`src/rtl/alu2_wb.sv`:
```
// rtl/alu2_wb.sv - alu2 writeback stage: 2-entry in-order retire buffer, flag register, optional forwarding (ALU2_WB_FWD_EN)
module alu2_wb #(
    parameter int WIDTH = 32,
    parameter int RIDX  = 4
) (
    input  logic             clk,
    input  logic             reset,
    input  logic             in_valid,
    output logic             in_ready,
    input  logic [WIDTH-1:0] in_res,
    input  logic [7:0]       in_fo,
    input  logic             in_wb_en,
    input  logic             in_flag_en,
    input  logic [RIDX-1:0]  in_dst,
    input  logic             rf_stall,
    output logic             rf_we,
    output logic [RIDX-1:0]  rf_waddr,
    output logic [WIDTH-1:0] rf_wdata,
    output logic [7:0]       flags,
    input  logic [RIDX-1:0]  q_d_idx,
    input  logic [RIDX-1:0]  q_b_idx,
    output logic             fwd_d_hit,
    output logic [WIDTH-1:0] fwd_d_data,
    output logic             fwd_b_hit,
    output logic [WIDTH-1:0] fwd_b_data,
    output logic             busy
);

    logic [1:0]       r_count;
    logic             r_head;
    logic             r_tail;
    logic [1:0]       r_valid;
    logic [1:0]       r_wb;
    logic [1:0]       r_fe;
    logic [WIDTH-1:0] r_res [2];
    logic [7:0]       r_fo  [2];
    logic [RIDX-1:0]  r_dst [2];
    logic [7:0]       r_flags;
    logic [RIDX-1:0]  r_last_waddr;
    logic [WIDTH-1:0] r_last_wdata;

    logic w_full;
    logic w_accept;
    logic w_head_wr;
    logic w_retire;

    assign w_full    = (r_count == 2'd2);
    assign w_accept  = in_valid && !w_full;
    // A head without a register write never waits on the register file.
    assign w_head_wr = r_valid[r_head] && r_wb[r_head];
    assign w_retire  = r_valid[r_head] && (!r_wb[r_head] || !rf_stall);

    assign in_ready = !w_full;
    assign busy     = (r_count != 2'd0);
    assign rf_we    = w_head_wr;
    // Address/data keep the last written values whenever no write is presented.
    assign rf_waddr = w_head_wr ? r_dst[r_head] : r_last_waddr;
    assign rf_wdata = w_head_wr ? r_res[r_head] : r_last_wdata;

    // Buffer storage, pointers, occupancy and the committed flag register.
    always_ff @(posedge clk or negedge reset) begin
        if (!reset) begin
            r_count      <= 2'd0;
            r_head       <= 1'b0;
            r_tail       <= 1'b0;
            r_valid      <= 2'b00;
            r_wb         <= 2'b00;
            r_fe         <= 2'b00;
            r_flags      <= 8'h00;
            r_last_waddr <= '0;
            r_last_wdata <= '0;
            for (int i = 0; i < 2; i++) begin
                r_res[i] <= '0;
                r_fo[i]  <= 8'h00;
                r_dst[i] <= '0;
            end
        end else begin
            if (w_accept) begin
                r_res[r_tail]   <= in_res;
                r_fo[r_tail]    <= in_fo;
                r_dst[r_tail]   <= in_dst;
                r_wb[r_tail]    <= in_wb_en;
                r_fe[r_tail]    <= in_flag_en;
                r_valid[r_tail] <= 1'b1;
                r_tail          <= ~r_tail;
            end
            // Accept and retire never touch the same slot: that would need count 0 or 2.
            if (w_retire) begin
                r_valid[r_head] <= 1'b0;
                r_head          <= ~r_head;
                if (r_fe[r_head]) begin
                    r_flags <= r_fo[r_head];
                end
                if (r_wb[r_head]) begin
                    r_last_waddr <= r_dst[r_head];
                    r_last_wdata <= r_res[r_head];
                end
            end
            case ({w_accept, w_retire})
                2'b10:   r_count <= r_count + 2'd1;
                2'b01:   r_count <= r_count - 2'd1;
                default: r_count <= r_count;
            endcase
        end
    end

`ifdef ALU2_WB_FWD_EN
    logic w_old;
    logic w_new;

    // Slot at tail is the older entry (only valid when full); the other slot is the newest.
    assign w_old = r_tail;
    assign w_new = ~r_tail;

    // Newest pending value wins: evaluate the older slot first, then let the newer override.
    always_comb begin
        fwd_d_hit  = 1'b0;
        fwd_d_data = '0;
        fwd_b_hit  = 1'b0;
        fwd_b_data = '0;
        flags      = r_flags;
        if (r_valid[w_old] && r_wb[w_old] && (r_dst[w_old] == q_d_idx)) begin
            fwd_d_hit  = 1'b1;
            fwd_d_data = r_res[w_old];
        end
        if (r_valid[w_old] && r_wb[w_old] && (r_dst[w_old] == q_b_idx)) begin
            fwd_b_hit  = 1'b1;
            fwd_b_data = r_res[w_old];
        end
        if (r_valid[w_old] && r_fe[w_old]) begin
            flags = r_fo[w_old];
        end
        if (r_valid[w_new] && r_wb[w_new] && (r_dst[w_new] == q_d_idx)) begin
            fwd_d_hit  = 1'b1;
            fwd_d_data = r_res[w_new];
        end
        if (r_valid[w_new] && r_wb[w_new] && (r_dst[w_new] == q_b_idx)) begin
            fwd_b_hit  = 1'b1;
            fwd_b_data = r_res[w_new];
        end
        if (r_valid[w_new] && r_fe[w_new]) begin
            flags = r_fo[w_new];
        end
    end
`else
    // Without forwarding the upstream stalls on dependencies, so only committed state is shown.
    always_comb begin
        fwd_d_hit  = 1'b0;
        fwd_d_data = '0;
        fwd_b_hit  = 1'b0;
        fwd_b_data = '0;
        flags      = r_flags;
    end
`endif

endmodule
```
`config.mk`:
```
export PLATFORM = sky130hd
export DESIGN_NAME = alu2_wb
export DESIGN_NICKNAME = d
export VERILOG_FILES = /design/src/rtl/alu2_wb.sv
export SDC_FILE = /design/constraint.sdc
export NUM_CORES = 1
export LEC_CHECK = 0
export BUFFER_PORTS_ARGS = -buffer_cell sky130_fd_sc_hd__buf_4
export CAP_MARGIN = 20
export CORE_UTILIZATION = 48
export DETAILED_ROUTE_END_ITERATION = 10
export PLACE_DENSITY = 0.78
export SLEW_MARGIN = 0
export SYNTH_ARGS = -nofsm -noshare
export SYNTH_HDL_FRONTEND = slang
export SYNTH_SLANG_ARGS = --single-unit
```
`constraint.sdc`:
```
create_clock -name clk -period 1.45 [get_ports clk]
set_input_delay 0.29 -clock clk [delete_from_list [all_inputs] [get_ports clk]]
set_output_delay 0.29 -clock clk [all_outputs]
set_load 0.03 [all_outputs]
```
==> PnR_summary.wiki <==
{| class="wikitable"
! Metric !! Value
|-
| Outcome || finished with violations
|-
| Violated checks || negative setup slack
|-
| HPWL after DPL || 9690 um
|-
| Unrepaired setup endpoints after global routing || yes
|-
| Total clock buffers created by CTS || 17
|-
| Setup_tns || -49.24 ns
|-
| CP Max Fanout || 6
|-
| Switching power summed over all nets || 13.0 mW
|-
| CTS sink count || 142
|-
| Length of the first detailed-routing pass in iterations || 4
|-
| Data required time at the worst endpoint || approximately 1.2 ns
|-
| Die Span X || 120 um
|-
| Worst Reg2Reg Path Length in Cells || 9
|-
| Static leakage || 4.85 nW
|-
| Most frequent cells in the layout || sky130_fd_sc_hd__dfrtp_1, sky130_fd_sc_hd__buf_4, sky130_fd_sc_hd__mux2_4, sky130_fd_sc_hd__conb_1, sky130_fd_sc_hd__buf_6
|-
| Placeable core region || 0.0134 mm2
|-
| Worst setup path category || register to output pin
|-
| Maximum number of pins on one net before global-route repair || 44
|-
| Hold crit path type || input port to register
|-
| Flip-flop and latch count after synthesis || 142
|-
| Worst IR Drop VDD || 1.90 mV
|-
| Count of flip-flops with a built-in enable after synthesis || 0
|-
| Fraction of power consumed by combinational cells || 0.627
|-
| Most common cell after layout, fill and taps aside || sky130_fd_sc_hd__dfrtp_1
|-
| Clock tree skew after final layout || 0.00911 ns
|-
| Synthesis-to-finish area growth || 62.5%
|-
| Detailed-route DRC error count || 0
|-
| Total number of vias || between 5k and 6k
|-
| Number of global-route vias before repair || 5139
|-
| Final Routed Wirelength || 19800 um
|-
| CP endpoint kind || output pin
|-
| First-pass GRT wire length || 26900 um
|-
| Tot GR Track Use || 0.250
|-
| Crit path launch type || register
|-
| Remaining global-route overflow || 0
|-
| Starting Density || 0.498
|-
| Final number of hold-violating endpoints || 0
|-
| Number of distinct standard cells referenced by the synthesized netlist || 26
|-
| Final-layout fill cell count || 700
|-
| Setup slack on the worst flop-to-flop path || -0.36 ns
|-
| Total power per unit cell area || 3010 mW/mm2
|-
| Netlist area before placement || ~0.0067 mm2
|-
| Skew-Pair Late Insertion Delay || 0.42 ns
|-
| Initial DRC count || ~290
|-
| Worst setup slack after layout || -0.802 ns
|-
| Most common flop cell mapped by yosys || sky130_fd_sc_hd__dfrtp_1
|-
| Antenna-violating nets left || 0
|-
| Placed Area || between 0.008 and 0.009 mm2
|-
| Syn avg cell area || between 10 and 15 um2
|-
| Fmax || 0.444 GHz
|-
| Final instance area || ~0.011 mm2
|-
| Ratio of routed vias to standard cells || 5.28
|-
| Root Driver || sky130_fd_sc_hd__clkbuf_16
|-
| Count of standard-cell rows || 42
|-
| Warnings, synthesis || 0
|-
| Layout net count || just over 800
|-
| Reg clk slew, reported paths || 0.06 ns
|-
| Number of diodes added for antenna fixing || 0
|-
| Antenna violations before repair || 0
|-
| Die Footprint || 0.0144 mm2
|-
| Post-layout min period || 2.25 ns
|-
| IO Pins || 171
|-
| Number of placed instances with taps included || 857
|-
| Fraction of layout cells with a size suffix above 1 || 0.632
|-
| Detail-routed net length per standard cell || 20.7 um
|-
| Final number of setup-violating endpoints || ~170
|-
| H-tree Lvls || 4
|-
| Reg-to-reg critical path endpoint || r_last_wdata[14]
|-
| Instance count along the most critical hold path || 2
|-
| Max-cap violation count || 0
|-
| Start point of the worst min-delay path || in_res[23]
|-
| Power share of the sequential group || 0.236
|-
| Cell seen most often among critical-path stages || sky130_fd_sc_hd__buf_6
|-
| Height of the die || 120 um
|-
| Max-slew violation count || 0
|-
| Crit path DAT || 1.96 ns
|-
| Number of port buffers || 96
|-
| CTS tree || done
|-
| Cell-internal power || 19.5 mW
|-
| Cell chain of the critical path || nand3b_1, nand2_4, buf_6, clkbuf_16, nor2_2, a21oi_4, buf_6
|-
| Post-Place Worst Slack || -0.314 ns
|-
| Design Power || around 33 mW
|-
| Share of the cycle needed by the critical path after routing || 1.55
|-
| Sequential-to-total area share from yosys stat || 0.533
|-
| CP max stage cell || sky130_fd_sc_hd__dfrtp_4
|-
| Worst hold slack across all endpoints || around 0.11 ns
|-
| Non-filler instance count after layout || 955
|-
| Fraction of the core area covered by cells at the end of the flow || 0.808
|-
| Worst-case hold path end point || r_res[23]
|-
| Worst reg2reg startpoint || r_head
|-
| Largest buffer count on any clock path || 2
|-
| Clock group share of total power || 0.137
|-
| Switch share || 0.400
|-
| Post-synthesis async set-or-reset flop share || 1.00
|-
| Number of standard cells after synthesis || 554
|-
| Routability Congestion || 0.732
|-
| Crit path largest cell delay || ~0.5 ns
|}
## worst max-delay path, delay by kind of cell, from the launching register on
kind	cells	cell delay (ns)
DFF	1	0.50
buffers and inverters	3	0.46
and+or+nand+nor	3	0.45
AOI/OAI and AO/OA	1	0.13
## cell families after synthesis
family          count (synthesis)  synth area share
xor+xnor                        4           0.00526
compound gates                 77            0.0608
mux                           145             0.238
buf+inv                        96             0.107
simple gates                   88            0.0540
flops                         142             0.533
other cells                     1          0.000562
fa+ha+maj                       1           0.00188
## cells in the mapped netlist, types with 2 or more instances
library cell               number  area [um2]
sky130_fd_sc_hd__dfrtp_1      142        3550
sky130_fd_sc_hd__mux2_2       108        1220
sky130_fd_sc_hd__a21oi_1       73         365
sky130_fd_sc_hd__nor2_1        73         274
sky130_fd_sc_hd__buf_4         68         510
sky130_fd_sc_hd__mux2i_1       37         370
sky130_fd_sc_hd__buf_6         11         124
sky130_fd_sc_hd__buf_2         10        50.1
sky130_fd_sc_hd__nand2_1        7        26.3
sky130_fd_sc_hd__clkbuf_1       6        22.5
sky130_fd_sc_hd__xnor2_1        3        26.3
sky130_fd_sc_hd__nand3_1        2        10.0
## layout make-up
class | instances | area, um2 | share of cell area
clock buffer | 18 | 439 | 0.0405
sequential | 142 | 3560 | 0.328
multi-input combinational | 381 | 3730 | 0.345
clock inverter | 14 | 169 | 0.0156
timing repair buffer | 223 | 2710 | 0.250
inverter | 1 | 3.75 | 0.000347
tap | 176 | 220 | 0.0203
## metal layers
metal	routed length [um]	GRT usage
met1	7900	0.305
met3	1190	0.0732
met5	0	0
met2	10200	0.411
met4	466	0.105
## power groups by stage
| stage | sequential [mW] | clock, mW | combinational [mW] |
|---|---|---|---|
| 3_5_place_dp | 7.40 | 0 | 14.9 |
| 6_report | 7.67 | 4.46 | 20.4 |
| 3_3_place_gp | 7.21 | 0 | 14.5 |
| 4_1_cts | 7.44 | 4.49 | 16.9 |
| 5_1_grt | 7.86 | 4.70 | 21.3 |
| 2_1_floorplan | 7.31 | 0 | 10.9 |
## sequential cells by signal (all words and copies together), names as in the netlist, 4 cells and up
register,cells
r_last_waddr,4
r_fo,16
r_last_wdata,32
r_res,64
r_dst,8
flags,8
## timing repair
item | CTS | global route
setup buffers | 17 | 24
hold endpoints to repair | 38 | 0
pin swaps | 17 | 3
hold buffers | 1 | 0
resized for setup | 78 | 114
endpoints found under the setup margin | 102 | 177
gates cloned | 13 | 14
## worst max path at each step
stage | end | startpoint | slack [ns]
finish | rf_wdata[20] | r_head | -0.80
global route | rf_wdata[22] | r_head | -0.84
CTS | rf_wdata[18] | r_head | -0.73
detailed placement | flags[1] | r_head | -0.31
global placement | flags[4] | r_head | -0.28
floorplan | rf_wdata[10] | r_head | -0.14
(Power assumes the default switching activity.)
